[src/rtl/uart_rx_frame_ctrl.sv]
// uart_rx_frame_ctrl
// Turns the UART receiver's byte stream into framed packets of the form
// SYNC, LEN, LEN payload bytes, CHK (XOR of LEN and payload). One good
// frame is held for a downstream consumer, which reads it by address and
// releases it with frame_ack. Bad frames are dropped with a one-cycle error
// pulse. Bytes arriving while a frame is held are dropped with an overrun pulse.
module uart_rx_frame_ctrl #(
    parameter int           MAX_LEN     = 16,
    parameter logic [7:0]   SYNC_BYTE   = 8'hA5,
    parameter int           TIMEOUT_CYC = 50000,
    parameter int           AW          = $clog2(MAX_LEN)
) (
    input  logic            clk,
    input  logic            rst,
    input  logic            byte_valid,
    input  logic [7:0]      byte_data,
    output logic            frame_valid,
    output logic [7:0]      frame_len,
    input  logic [AW-1:0]   rd_addr,
    output logic [7:0]      rd_data,
    input  logic            frame_ack,
    output logic            err_len,
    output logic            err_chk,
    output logic            err_tmo,
    output logic            overrun
);

    // Inter-byte idle counter must be able to reach TIMEOUT_CYC-1.
    localparam int            CW        = $clog2(TIMEOUT_CYC) + 1;
    localparam logic [CW-1:0] TMO_LAST  = CW'(TIMEOUT_CYC - 1);
    localparam logic [7:0]    MAX_LEN_B = 8'(MAX_LEN);

    typedef enum logic [2:0] {
        S_HUNT,
        S_LEN,
        S_PAYLOAD,
        S_CHK,
        S_HOLD
    } state_t;

    state_t          state;
    state_t          state_nxt;

    // Frame-in-progress bookkeeping
    logic [7:0]      len;
    logic [7:0]      chk;
    logic [7:0]      idx;
    logic [CW-1:0]   tmo_cnt;

    // Payload buffer, deliberately not reset
    logic [7:0]      mem [MAX_LEN];

    // Decoded conditions
    logic            in_frame;
    logic            len_bad;
    logic            last_byte;
    logic            chk_ok;
    logic            tmo_hit;

    // Next-cycle values of the registered pulses
    logic            err_len_nxt;
    logic            err_chk_nxt;
    logic            err_tmo_nxt;
    logic            overrun_nxt;

    assign in_frame  = (state == S_LEN) || (state == S_PAYLOAD) || (state == S_CHK);
    assign len_bad   = (byte_data == 8'd0) || (byte_data > MAX_LEN_B);
    assign last_byte = (idx == (len - 8'd1));
    assign chk_ok    = (byte_data == chk);
    // A byte arriving on the final allowed idle cycle still counts as on time.
    assign tmo_hit   = in_frame && !byte_valid && (tmo_cnt == TMO_LAST);

    // The held frame is the HOLD state itself; it is visible the cycle after
    // the checksum byte and drops the cycle after frame_ack.
    assign frame_valid = (state == S_HOLD);

    // Random-access read of the held payload; out-of-range or idle reads
    // return whatever the RAM last held.
    assign rd_data = mem[rd_addr];

    // State register
    always_ff @(posedge clk) begin
        if (rst) begin
            state <= S_HUNT;
        end else begin
            state <= state_nxt;
        end
    end

    // Next-state decode and error/overrun pulse requests
    always_comb begin
        state_nxt   = state;
        err_len_nxt = 1'b0;
        err_chk_nxt = 1'b0;
        err_tmo_nxt = 1'b0;
        overrun_nxt = 1'b0;

        case (state)
            S_HUNT: begin
                if (byte_valid && (byte_data == SYNC_BYTE)) begin
                    state_nxt = S_LEN;
                end
            end
            S_LEN: begin
                if (byte_valid) begin
                    if (len_bad) begin
                        err_len_nxt = 1'b1;
                        state_nxt   = S_HUNT;
                    end else begin
                        state_nxt   = S_PAYLOAD;
                    end
                end
            end
            S_PAYLOAD: begin
                // SYNC_BYTE is ordinary data here; only the length ends payload.
                if (byte_valid && last_byte) begin
                    state_nxt = S_CHK;
                end
            end
            S_CHK: begin
                if (byte_valid) begin
                    if (chk_ok) begin
                        state_nxt   = S_HOLD;
                    end else begin
                        err_chk_nxt = 1'b1;
                        state_nxt   = S_HUNT;
                    end
                end
            end
            S_HOLD: begin
                // No room for a second frame: anything arriving is lost.
                if (byte_valid) begin
                    overrun_nxt = 1'b1;
                end
                if (frame_ack) begin
                    state_nxt = S_HUNT;
                end
            end
            default: begin
                state_nxt = S_HUNT;
            end
        endcase

        // Timeout only fires on byte-free cycles, so it never coincides with
        // a length or checksum error.
        if (tmo_hit) begin
            err_tmo_nxt = 1'b1;
            state_nxt   = S_HUNT;
        end
    end

    // Registered one-cycle error and overrun pulses
    always_ff @(posedge clk) begin
        if (rst) begin
            err_len <= 1'b0;
            err_chk <= 1'b0;
            err_tmo <= 1'b0;
            overrun <= 1'b0;
        end else begin
            err_len <= err_len_nxt;
            err_chk <= err_chk_nxt;
            err_tmo <= err_tmo_nxt;
            overrun <= overrun_nxt;
        end
    end

    // Length, running checksum, payload index and published frame length
    always_ff @(posedge clk) begin
        if (rst) begin
            len       <= 8'd0;
            chk       <= 8'd0;
            idx       <= 8'd0;
            frame_len <= 8'd0;
        end else if (byte_valid) begin
            case (state)
                S_LEN: begin
                    if (!len_bad) begin
                        len <= byte_data;
                        chk <= byte_data;
                        idx <= 8'd0;
                    end
                end
                S_PAYLOAD: begin
                    chk <= chk ^ byte_data;
                    idx <= idx + 8'd1;
                end
                S_CHK: begin
                    // frame_len keeps the last good length until the next one.
                    if (chk_ok) begin
                        frame_len <= len;
                    end
                end
                default: begin
                end
            endcase
        end
    end

    // Inter-byte idle counter: runs only inside a frame, restarts on every byte
    always_ff @(posedge clk) begin
        if (rst || byte_valid || !in_frame || tmo_hit) begin
            tmo_cnt <= '0;
        end else begin
            tmo_cnt <= tmo_cnt + CW'(1);
        end
    end

    // Payload write port; the buffer is only written while collecting payload,
    // so a held frame is never disturbed.
    always_ff @(posedge clk) begin
        if (!rst && byte_valid && (state == S_PAYLOAD)) begin
            mem[idx[AW-1:0]] <= byte_data;
        end
    end

endmodule

[config.mk]
export PLATFORM = sky130hd
export DESIGN_NAME = uart_rx_frame_ctrl
export DESIGN_NICKNAME = d
export VERILOG_FILES = /design/src/rtl/uart_rx_frame_ctrl.sv
export SDC_FILE = /design/constraint.sdc
export NUM_CORES = 1
export LEC_CHECK = 0
export ABC_CLOCK_PERIOD_IN_PS = 4400
export BUFFER_PORTS_ARGS = -buffer_cell sky130_fd_sc_hd__buf_2
export CAP_MARGIN = 5
export CORE_ASPECT_RATIO = 1.75
export CORE_MARGIN = 2
export CORE_UTILIZATION = 45
export CTS_CLUSTER_SIZE = 14
export DETAILED_ROUTE_END_ITERATION = 7
export GPL_TIMING_DRIVEN = 0
export MAX_ROUTING_LAYER = met4
export PLACE_DENSITY = 0.59
export SYNTH_ARGS = -nofsm -noshare
export SYNTH_HDL_FRONTEND = slang
export SYNTH_SLANG_ARGS = --single-unit
[constraint.sdc]
create_clock -name clk -period 4.4 [get_ports clk]
set_clock_uncertainty 0.15 [all_clocks]
set_input_delay 0.88 -clock clk [delete_from_list [all_inputs] [get_ports clk]]
set_output_delay 0.88 -clock clk [all_outputs]
set_load 0.02 [all_outputs]
# Yosys cells after proc, flatten, opt, wreduce, memory -nomap -nowiden
# Memory sizes are Yosys's and may differ from the RTL's.
# Cells that the tools add are included.
# word_totals
regBits,56
latchBits,0
ramBits,128
mem_bits_ro,0
input_bits,16
output_inout_bits,21
wordCells,79
memories,1
# classes
n_addsub,3
n_mul,0
div_mod_pow,0
n_lt_le_gt_ge,1
eq_ne,14
n_shift,0
mux,18
bitwise_logic,6
reduce_logical,26
# mem_list
memory,words,width,read_ports,rd_ports_with_merged_regs,write_ports,line_no,source
mem,16,8,1,0,1,51,logic [7:0] mem [MAX_LEN];
# op_table
operator,count
$pmux 8 s2,2
$mux 3,6
$add 17x1->17 const B,1
$eq 17x16->1 const B,1
$eq 8x8->1,2
$mux 8,2
$pmux 3 s5,1
$reduce_and 3->1,3
$add 8x1->8 const B,1
$eq 8x8->1 const B,1
$gt 8x5->1 const B,1
$logic_not 8->1,1
$ne 2x2->1 const B,4
$sub 8x1->8 const B,1
$xor 8x8->8,1
$eq 3x2->1 const B,2
$logic_and 1x1->1,6
$logic_or 1x1->1,6
$mux 1,6
$reduce_or 3->1,2
$not 1->1,5
$reduce_and 5->1,1
$ne 2x1->1 const B,2
$reduce_or 2->1,2
6 further kinds,8

# Longest topological paths before layout
# Gate-level depths: netlist of run 1.
# depth
depth_word,6
mapped_depth,7
depth_no_buf,7

# Least setup slack after synthesis of run 1
# No wires, ideal clock.
# synth_timing
kind,in2out
from,input port rd_addr[0]
to,output port rd_data[0]
arrival_ps,2265
t_required_ps,3370
slack_ps,1105
path_stages,4
path_buffers,2
path_cell_list,buf_2 > buf_6 > mux4_2 > mux4_2
# synth_via
elab_chain_len,1
# synth_rtl
item,line_no,source
start: declaration,19,"input logic [AW-1:0] rd_addr,"
$mem_v2 16x8,n/a,
end: declaration,20,"output logic [7:0] rd_data,"
# Every way passes these cells.

# Worst setup path after layout of run 1
# layout_timing
from,input port rd_addr[1]
to,output port rd_data[7]
# Same word-level chain as after synthesis.

==> summary.md, run 1 <==
| Metric | Value |
|---|---|
| VDD IR max | `230 uV` |
| Final max-slew violation count | `0` |
| Vias in the first global route | `4396` |
| Measured slew at the worst slew-check pin | `1.26 ns` |
| Clock tree sinks | `184` |
| Post-detailed-placement cell area | `8100 sq um` |
| Setup slack at placement | `0.661 ns` |
| Global routing usage summed across all routing layers | `19.6%` |
| CTS tree | `done` |
| Warnings from Yosys | `0` |
| Die Y | `177 um` |
| Die outline width | `103 um` |
| Final worst-path setup slack | `0.681 ns` |
| Nature of the critical path endpoint | `primary output` |
| Fraction of post-synthesis cell area in the top cell type by area | `50.2%` |
| Antenna violations before repair | `0` |
| Overall power after layout | `3.43 mW` |
| First-pass GRT wire length | `25200 um` |
| Area inside the core boundary | `16800 sq um` |
| RSZ-0062 raised after global routing | `false` |
| Placer Congestion | `0.825` |
| Slew margin rel. | `15.1%` |
| Synthesized area per cell | `14.5 sq um` |
| Syn nets | `549` |
| Leading area contributor after synthesis | `sky130_fd_sc_hd__edfxtp_1` |
| Netlist Area Pre-Place | `7660 sq um` |
| Maximum frequency from static timing analysis | `269 MHz` |
| Root Buffer Master | `sky130_fd_sc_hd__clkbuf_16` |
| Area of the die | `18100 sq um` |
| Final core occ | `51.6%` |
| Gate Count Post-Synth | `527` |
| Crit share post-route | `84.5%` |
| Sum of overflow across all layers after global routing | `0` |
| Result of the run | `finished, final reports clean` |
| Power density over the cells | `395 nW/um^2` |
| Number of H-tree levels | `4` |
| Clock latency of the later-clocked register in the worst-skew pair | `0.43 ns` |
| Final Instance Area | `8670 sq um` |
| Residual antenna-violating net count after detailed routing | `0` |
| Number of hold buffers added after cts | `0` |
| Number of standard-cell rows in the floorplan | `63` |
| Count of flip-flops with a built-in enable after synthesis | `128` |
| Setup TNS | `0 ns` |
| Yosys reg bits | `184` |
| Critical Path AT | `2.69 ns` |
| Layout-stage area growth over the synthesis result | `13.3%` |
| Half-perimeter wire length after detailed placement | `11400 um` |
| Count of final hold-check violations | `0` |
| Kind of launch point of the worst setup path | `input port` |
| Worst Path Required | `3.37 ns` |
| FFs w/ async S/R, synth | `0%` |
| Antenna cell count | `0` |
| Number of CTS-inserted buffers | `17` |
| Drt first pass iters | `4` |
| Worst hold-check slack | `0.326 ns` |
| Unique cell type count in the Yosys netlist | `48` |
| Clock period minus final worst setup slack | `3.72 ns` |
| Final routed wirelength across all metal layers | `16100 um` |
| Kind of critical path | `in -> out` |
| Setup violations, final | `0` |
| Proportion of layout cells with a drive suffix above 1 | `22.3%` |
| Initial DRC Count | `269` |
| Clock Pin Slew Worst Setup and Hold Paths | `0.07 ns` |
| Via density per instance | `5.34` |
| Path class of the lowest-slack min-delay path | `reg -> reg` |
| Number of post-CTS setup repair buffers | `0` |
| Starting density of the core | `45.6%` |
| Largest net degree at the start of global routing | `23` |
| Placed Instances | `786` |
| Post-synth top cells | `sky130_fd_sc_hd__edfxtp_1 (128), sky130_fd_sc_hd__nor2_1 (60), sky130_fd_sc_hd__dfxtp_1 (56), sky130_fd_sc_hd__nand2_1 (42), sky130_fd_sc_hd__mux4_2 (40)` |
| Pleak | `2.75 nW` |
| DR WL/cell | `19.7 um` |
| Net count of the finished layout | `600` |
| Leading cell types by total area after synthesis | `sky130_fd_sc_hd__edfxtp_1 (50%), sky130_fd_sc_hd__dfxtp_1 (15%), sky130_fd_sc_hd__mux4_2 (12%)` |
| Library cell with the highest instance count after synthesis | `sky130_fd_sc_hd__edfxtp_1` |
| Final standard cell count with taps included and fillers excluded | `818` |
| Most common flop cell mapped by yosys | `sky130_fd_sc_hd__edfxtp_1` |
| Vias | `4369` |
| Post-CTS resize count | `0` |
| Share of synthesized area occupied by flip-flops and latches | `64.8%` |
| Maximum fanout encountered on the critical timing path | `10` |
| Count of unresolved DRC violations after routing | `0` |
| Clock Tree Buf Depth | `2` |
| Port bufs | `31` |
| I/O pin count | `37` |
| Max Cap Violations | `0` |
critical path: stages:
cell and delay, ns:
sky130_fd_sc_hd__buf_2 0.13, sky130_fd_sc_hd__buf_1 0.54, sky130_fd_sc_hd__mux4_2 0.48, sky130_fd_sc_hd__mux4_2 0.48, sky130_fd_sc_hd__buf_2 0.17
per-layer routing:
| metal | GRT usage (%) | share of wire, % | vias up | routed length [um] |
|---|---|---|---|---|
| met5 | - | 0 | - | 0 |
| met4 | 5.83 | 1.7 | 0 | 272 |
| met3 | 3.09 | 2.8 | 16 | 444 |
| met2 | 36.0 | 58 | 78 | 9270 |
| met1 | 21.2 | 38 | 2196 | 6110 |
| li1 | - | - | 2079 | - |
final timing paths:
check                                      startpoint                    end  slack, ns  depth (start not counted)
worst max-delay path                       rd_addr[1]             rd_data[7]       0.68                          5
worst max register to register  state[1]$_SDFFE_PP0P_    mem[2][4]$_DFFE_PP_       1.59                          5
worst min register to register  tmo_cnt[0]$_SDFF_PP0_  tmo_cnt[0]$_SDFF_PP0_       0.33                          1
worst min-delay path            tmo_cnt[0]$_SDFF_PP0_  tmo_cnt[0]$_SDFF_PP0_       0.33                          1
kinds of logic (layout without fill, tap and decap cells):
logic type / Yosys count / in the layout / share of synthesized area (%)
fa+ha+maj: 6 / 6 / 0.981
mux: 48 / 48 / 12.8
xor+xnor: 39 / 39 / 4.46
compound gates: 29 / 29 / 2.42
flops: 184 / 184 / 64.8
simple gates: 187 / 187 / 12.1
buf+inv: 34 / 98 / 2.39
where the power goes:
group	internal [mW]	switching [mW]
sequential	1.85	0.0000632
combinational	0.0553	0.0844
clock	0.747	0.694
total	2.65	0.778
layout make-up:
class                   count  area (sq um)
repair buffers             32           160
clock inverters            15           135
flip-flops and latches    184          4960
well taps                 227           284
fillers                  1441          8120
multi-input cells         309          2520
clock buffers              17           425
plain buffers              25           149
inverters                   9          33.8
cells in the final DEF (no fill, tap or decap), types with 3 or more instances in the layout:
cell                        netlist  final
sky130_fd_sc_hd__a21oi_1         14     14
sky130_fd_sc_hd__a31oi_1          4      4
sky130_fd_sc_hd__and2_1           5      5
sky130_fd_sc_hd__and3_1           3      3
sky130_fd_sc_hd__buf_1            6      6
sky130_fd_sc_hd__buf_2            5     37
sky130_fd_sc_hd__buf_6            6      6
sky130_fd_sc_hd__clkbuf_1         7      7
sky130_fd_sc_hd__clkbuf_16        0     17
sky130_fd_sc_hd__dfxtp_1         56     56
sky130_fd_sc_hd__edfxtp_1       128    128
sky130_fd_sc_hd__ha_1             6      6
sky130_fd_sc_hd__inv_1            7      7
sky130_fd_sc_hd__inv_8            0      5
sky130_fd_sc_hd__mux2i_1          8      8
sky130_fd_sc_hd__mux4_2          40     40
sky130_fd_sc_hd__nand2_1         42     42
sky130_fd_sc_hd__nand2b_1         5      5
sky130_fd_sc_hd__nand3_1         19     19
sky130_fd_sc_hd__nand3b_1         4      4
sky130_fd_sc_hd__nand4_1          8      8
sky130_fd_sc_hd__nor2_1          60     60
sky130_fd_sc_hd__nor3_1          19     17
sky130_fd_sc_hd__nor4_1           5      5
sky130_fd_sc_hd__o211ai_1         3      3
sky130_fd_sc_hd__xnor2_1         28     28
sky130_fd_sc_hd__xor2_1          11     11
state kept, by name (all words and copies together) (netlist names):
name       cells
err_len        1
len            8
tmo_cnt       17
chk            8
mem          128
frame_len      8
idx            8
overrun        1
err_chk        1
state          3
err_tmo        1
Note: power is estimated with default switching activity, not from simulation.
==> run 2, diff against run 1 <==
--- a/config.mk
+++ b/config.mk
@@ -5,7 +5,8 @@
 export SDC_FILE = /design/constraint.sdc
 export NUM_CORES = 1
 export LEC_CHECK = 0
-export ABC_CLOCK_PERIOD_IN_PS = 4400
+export ABC_AREA = 1
+export ABC_CLOCK_PERIOD_IN_PS = 3800
 export BUFFER_PORTS_ARGS = -buffer_cell sky130_fd_sc_hd__buf_2
 export CAP_MARGIN = 5
 export CORE_ASPECT_RATIO = 1.75
@@ -15,7 +16,7 @@
 export DETAILED_ROUTE_END_ITERATION = 7
 export GPL_TIMING_DRIVEN = 0
 export MAX_ROUTING_LAYER = met4
-export PLACE_DENSITY = 0.59
+export PLACE_DENSITY = 0.58
 export SYNTH_ARGS = -nofsm -noshare
 export SYNTH_HDL_FRONTEND = slang
 export SYNTH_SLANG_ARGS = --single-unit
==> constraint.sdc (replaced) <==
create_clock -name clk -period 3.8 [get_ports clk]
set_clock_uncertainty 0.15 [all_clocks]
set_input_delay 0.76 -clock clk [delete_from_list [all_inputs] [get_ports clk]]
set_output_delay 0.76 -clock clk [all_outputs]
set_load 0.02 [all_outputs]
==> summary.md, run 2 <==
| Metric | Value |
|---|---|
| Net count of the finished layout | `860 (was 600)` |
| Via density per instance | `5.35 (was 5.34)` |
| CTS tree | `done (unchanged)` |
| Sum of overflow across all layers after global routing | `0 (unchanged)` |
| Residual antenna-violating net count after detailed routing | `0 (unchanged)` |
| Startpoint of the worst-slack reg-to-reg timing path | `state[0]$_SDFFE_PP0P_ (was state[1]$_SDFFE_PP0P_)` |
| Unique cell type count in the Yosys netlist | `44 (was 48)` |
| Critical path endpoint | `rd_data[5] (was rd_data[7])` |
| Initial DRC Count | `331 (was 269)` |
| Syn nets | `809 (was 549)` |
| Share of synthesized area occupied by flip-flops and latches | `60.8% (was 64.8%)` |
| Max Cap Violations | `0 (unchanged)` |
| VDD IR max | `253 uV (was 230 uV)` |
| Clock Tree Buf Depth | `2 (unchanged)` |
| Kind of critical path | `in -> out (unchanged)` |
| Proportion of power drawn by flip-flops and latches | `53.1% (was 53.9%)` |
| Root Buffer Master | `sky130_fd_sc_hd__clkbuf_16 (unchanged)` |
| Half-perimeter wire length after detailed placement | `15400 um (was 11400 um)` |
| Proportion of layout cells with a drive suffix above 1 | `12.0% (was 22.3%)` |
| Setup violations, final | `0 (unchanged)` |
| Fraction of post-synthesis cell area in the top cell type by area | `47.1% (was 50.2%)` |
| Antenna cell count | `0 (unchanged)` |
| Number of flip-flops under the largest register name | `128 (unchanged)` |
| Area of the die | `19300 sq um (was 18100 sq um)` |
| Most common library cell in the layout ignoring fill and taps | `sky130_fd_sc_hd__edfxtp_1 (unchanged)` |
| Yosys reg bits | `184 (unchanged)` |
| Die Y | `182 um (was 177 um)` |
| Starting density of the core | `45.7% (was 45.6%)` |
| Leading cell types by total area after synthesis | `sky130_fd_sc_hd__edfxtp_1 (47%), sky130_fd_sc_hd__dfxtp_1 (14%), sky130_fd_sc_hd__nand2_1 (4.6%) (was sky130_fd_sc_hd__edfxtp_1 (50%), sky130_fd_sc_hd__dfxtp_1 (15%), sky130_fd_sc_hd__mux4_2 (12%))` |
| Maximum frequency from static timing analysis | `296 MHz` |
| Count of flip-flops with a built-in enable after synthesis | `128 (unchanged)` |
| Area inside the core boundary | `17900 sq um (was 16800 sq um)` |
| Internal Pwr Total | `3.12 mW (was 2.65 mW)` |
| RSZ-0062 raised after global routing | `false (unchanged)` |
| Number of H-tree levels | `4 (unchanged)` |
| Reg2reg setup slack | `1.41 ns (was 1.59 ns)` |
| Port bufs | `32 (was 31)` |
| Drt first pass iters | `5 (was 4)` |
| Largest net degree at the start of global routing | `22 (was 23)` |
| First-pass GRT wire length | `32400 um (was 25200 um)` |
| Reg2Reg Capture Point | `mem[3][4]$_DFFE_PP_ (was mem[2][4]$_DFFE_PP_)` |
| Die outline width | `106 um (was 103 um)` |
| Crit share post-route | `89.0%` |
| Setup TNS | `0 ns (unchanged)` |
| Maximum fanout encountered on the critical timing path | `10 (unchanged)` |
| Vias in the first global route | `5762 (was 4396)` |
| Power density over the cells | `443 nW/um^2 (was 395 nW/um^2)` |
| Placer Congestion | `0.884 (was 0.825)` |
| Pleak | `3.39 nW (was 2.75 nW)` |
| Clock latency of the later-clocked register in the worst-skew pair | `0.42 ns (was 0.43 ns)` |
| Netlist Area Pre-Place | `8170 sq um (was 7660 sq um)` |
| Antenna violations before repair | `0 (unchanged)` |
| Nature of the critical path endpoint | `primary output (unchanged)` |
| Final standard cell count with taps included and fillers excluded | `1084 (was 818)` |
| Switching Fraction | `23.0% (was 22.7%)` |
| Library cell with the highest instance count after synthesis | `sky130_fd_sc_hd__edfxtp_1 (unchanged)` |
| Gate Count Post-Synth | `787 (was 527)` |
| Most common flop cell mapped by yosys | `sky130_fd_sc_hd__edfxtp_1 (unchanged)` |
| Number of standard-cell rows in the floorplan | `65 (was 63)` |
| I/O pin count | `37 (unchanged)` |
| Vias | `5800 (was 4369)` |
| Count of unresolved DRC violations after routing | `0 (unchanged)` |
| Commonest cells after routing, fill and taps aside | `sky130_fd_sc_hd__edfxtp_1 (128), sky130_fd_sc_hd__nand2_1 (100), sky130_fd_sc_hd__inv_1 (87) (was sky130_fd_sc_hd__edfxtp_1 (128), sky130_fd_sc_hd__nor2_1 (60), sky130_fd_sc_hd__dfxtp_1 (56))` |
| Worst-case reg-to-reg path depth | `7 (was 5)` |
| Count of final hold-check violations | `0 (unchanged)` |
| Number of CTS-inserted buffers | `17 (unchanged)` |
| Post-CTS resize count | `0 (unchanged)` |
| Final routed wirelength across all metal layers | `21100 um (was 16100 um)` |
| Startpoint of the most critical setup path | `rd_addr[1] (unchanged)` |
| DR WL/cell | `19.5 um (was 19.7 um)` |
| Number of post-CTS setup repair buffers | `0 (unchanged)` |
| Global routing usage summed across all routing layers | `23.4% (was 19.6%)` |
| Measured slew at the worst slew-check pin | `0.758 ns (was 1.26 ns)` |
| Clock Pin Slew Worst Setup and Hold Paths | `0.07 ns (about the same)` |
| Net load switching power | `933 uW (was 778 uW)` |
| Clock tree sinks | `184 (unchanged)` |
| Fraction of power consumed by the clock network | `40.0% (was 42.0%)` |
| Number of hold buffers added after cts | `0 (unchanged)` |
| Path class of the lowest-slack min-delay path | `reg -> reg (unchanged)` |
| Leading area contributor after synthesis | `sky130_fd_sc_hd__edfxtp_1 (unchanged)` |
| Synthesized area per cell | `10.4 sq um (was 14.5 sq um)` |
| Critical Path AT | `2.47 ns (was 2.69 ns)` |
| Final max-slew violation count | `0 (unchanged)` |
| Combinational share of power | `6.9% (was 4.1%)` |
| Result of the run | `finished, final reports clean (unchanged)` |
| Warnings from Yosys | `0 (unchanged)` |
| FFs w/ async S/R, synth | `0% (unchanged)` |
| Worst Path Required | `2.89 ns (was 3.37 ns)` |
| Placed Instances | `1053 (was 786)` |
| Post-synth top cells | `sky130_fd_sc_hd__edfxtp_1 (128), sky130_fd_sc_hd__nand2_1 (100), sky130_fd_sc_hd__inv_1 (87), sky130_fd_sc_hd__a21oi_1 (69), sky130_fd_sc_hd__nor2_1 (63) (was sky130_fd_sc_hd__edfxtp_1 (128), sky130_fd_sc_hd__nor2_1 (60), sky130_fd_sc_hd__dfxtp_1 (56), sky130_fd_sc_hd__nand2_1 (42), sky130_fd_sc_hd__mux4_2 (40))` |
| Clock period minus final worst setup slack | `3.38 ns` |
| Layout-stage area growth over the synthesis result | `12.1% (was 13.3%)` |
| Slew margin rel. | `49.3% (was 15.1%)` |
| Kind of launch point of the worst setup path | `input port (unchanged)` |
==> run 2: cell count changes after synthesis, moves of 8 or more <==
| cell | change |
|---|---|
| sky130_fd_sc_hd__nand2_1 | +58 |
| sky130_fd_sc_hd__o21ai_0 | +61 |
| sky130_fd_sc_hd__mux2i_1 | +24 |
| sky130_fd_sc_hd__xor2_1 | +8 |
| sky130_fd_sc_hd__a21oi_1 | +55 |
| sky130_fd_sc_hd__mux4_2 | -40 |
| sky130_fd_sc_hd__o211ai_1 | +29 |
| sky130_fd_sc_hd__inv_1 | +80 |
| sky130_fd_sc_hd__nor3_1 | -14 |
| sky130_fd_sc_hd__clkbuf_1 | +10 |
| sky130_fd_sc_hd__nand3_1 | +27 |
| sky130_fd_sc_hd__xnor2_1 | -25 |
==> run 2: per-stage QoR <==
step | utilization [%] | total power [mW] | hold slack [ns] | area (sq um) | setup slack, ns
2_1_floorplan | - | 2.36 | 0.290 | 8170 | 1.09
3_3_place_gp | 48.2 | 2.47 | 0.298 | 8620 | 0.521
3_5_place_dp | 48.2 | 2.48 | 0.300 | 8620 | 0.494
4_1_cts | 51.2 | 4.09 | 0.317 | 9160 | 0.476
5_1_grt | 51.2 | 4.18 | 0.335 | 9160 | 0.336
6_report | 51.2 | 4.06 | 0.313 | 9160 | 0.418
==> run 2: final cells by class <==
class                      instances  area (sq um)
tap                              234           293
sequential                       184          4960
clock buffer                      20           437
clock inverter                    11           100
inverter                          92           347
fill                            1672          8730
buffer                            36           180
multi-input combinational        475          2680
timing repair buffer              32           160
==> run 2: how the worst min path moves through the flow <==
stage	depth (start not counted)	start	endpoint
floorplan	1	tmo_cnt[0]$_SDFF_PP0_	tmo_cnt[0]$_SDFF_PP0_
global placement	2	frame_len[5]$_SDFFE_PP0P_	frame_len[5]$_SDFFE_PP0P_
detailed placement	2	frame_len[4]$_SDFFE_PP0P_	frame_len[4]$_SDFFE_PP0P_
CTS	2	frame_len[4]$_SDFFE_PP0P_	frame_len[4]$_SDFFE_PP0P_
global route	2	frame_len[7]$_SDFFE_PP0P_	frame_len[7]$_SDFFE_PP0P_
finish	2	frame_len[1]$_SDFFE_PP0P_	frame_len[1]$_SDFFE_PP0P_
==> run 2: critical path: stages <==
cell                       delay (ns)
sky130_fd_sc_hd__clkbuf_1        0.23
sky130_fd_sc_hd__clkbuf_1        0.44
sky130_fd_sc_hd__a21oi_1         0.07
sky130_fd_sc_hd__o21ai_0         0.24
sky130_fd_sc_hd__o21ai_0         0.21
sky130_fd_sc_hd__o211ai_1        0.25
sky130_fd_sc_hd__nand2_1         0.09
sky130_fd_sc_hd__buf_2           0.17
==> run 2: power groups by stage <==
stage                     registers (mW)  clock network, mW  logic (mW)
after global placement              2.20                  0       0.274
final                               2.15               1.62       0.279
after CTS                           2.15               1.66       0.280
after floorplan                     2.20                  0       0.165
after global routing                2.15               1.72       0.305
after detailed placement            2.20                  0       0.279
==> run 2: cell families after synthesis <==
kind of cell / share of synthesized area (%)
buf+inv: 6.45
simple gates: 13.9
xor+xnor: 2.36
fa+ha+maj: 0.919
compound gates: 11.6
mux: 3.92
flops: 60.8
==> run 2: per-layer routing <==
layer  share of wire, %  wire length, um  global-route usage (%)
met5                  0                0                       -
met3                3.2              682                    3.46
met1                 37             7730                    23.8
met4                5.6             1180                    13.2
met2                 55            11600                    42.5
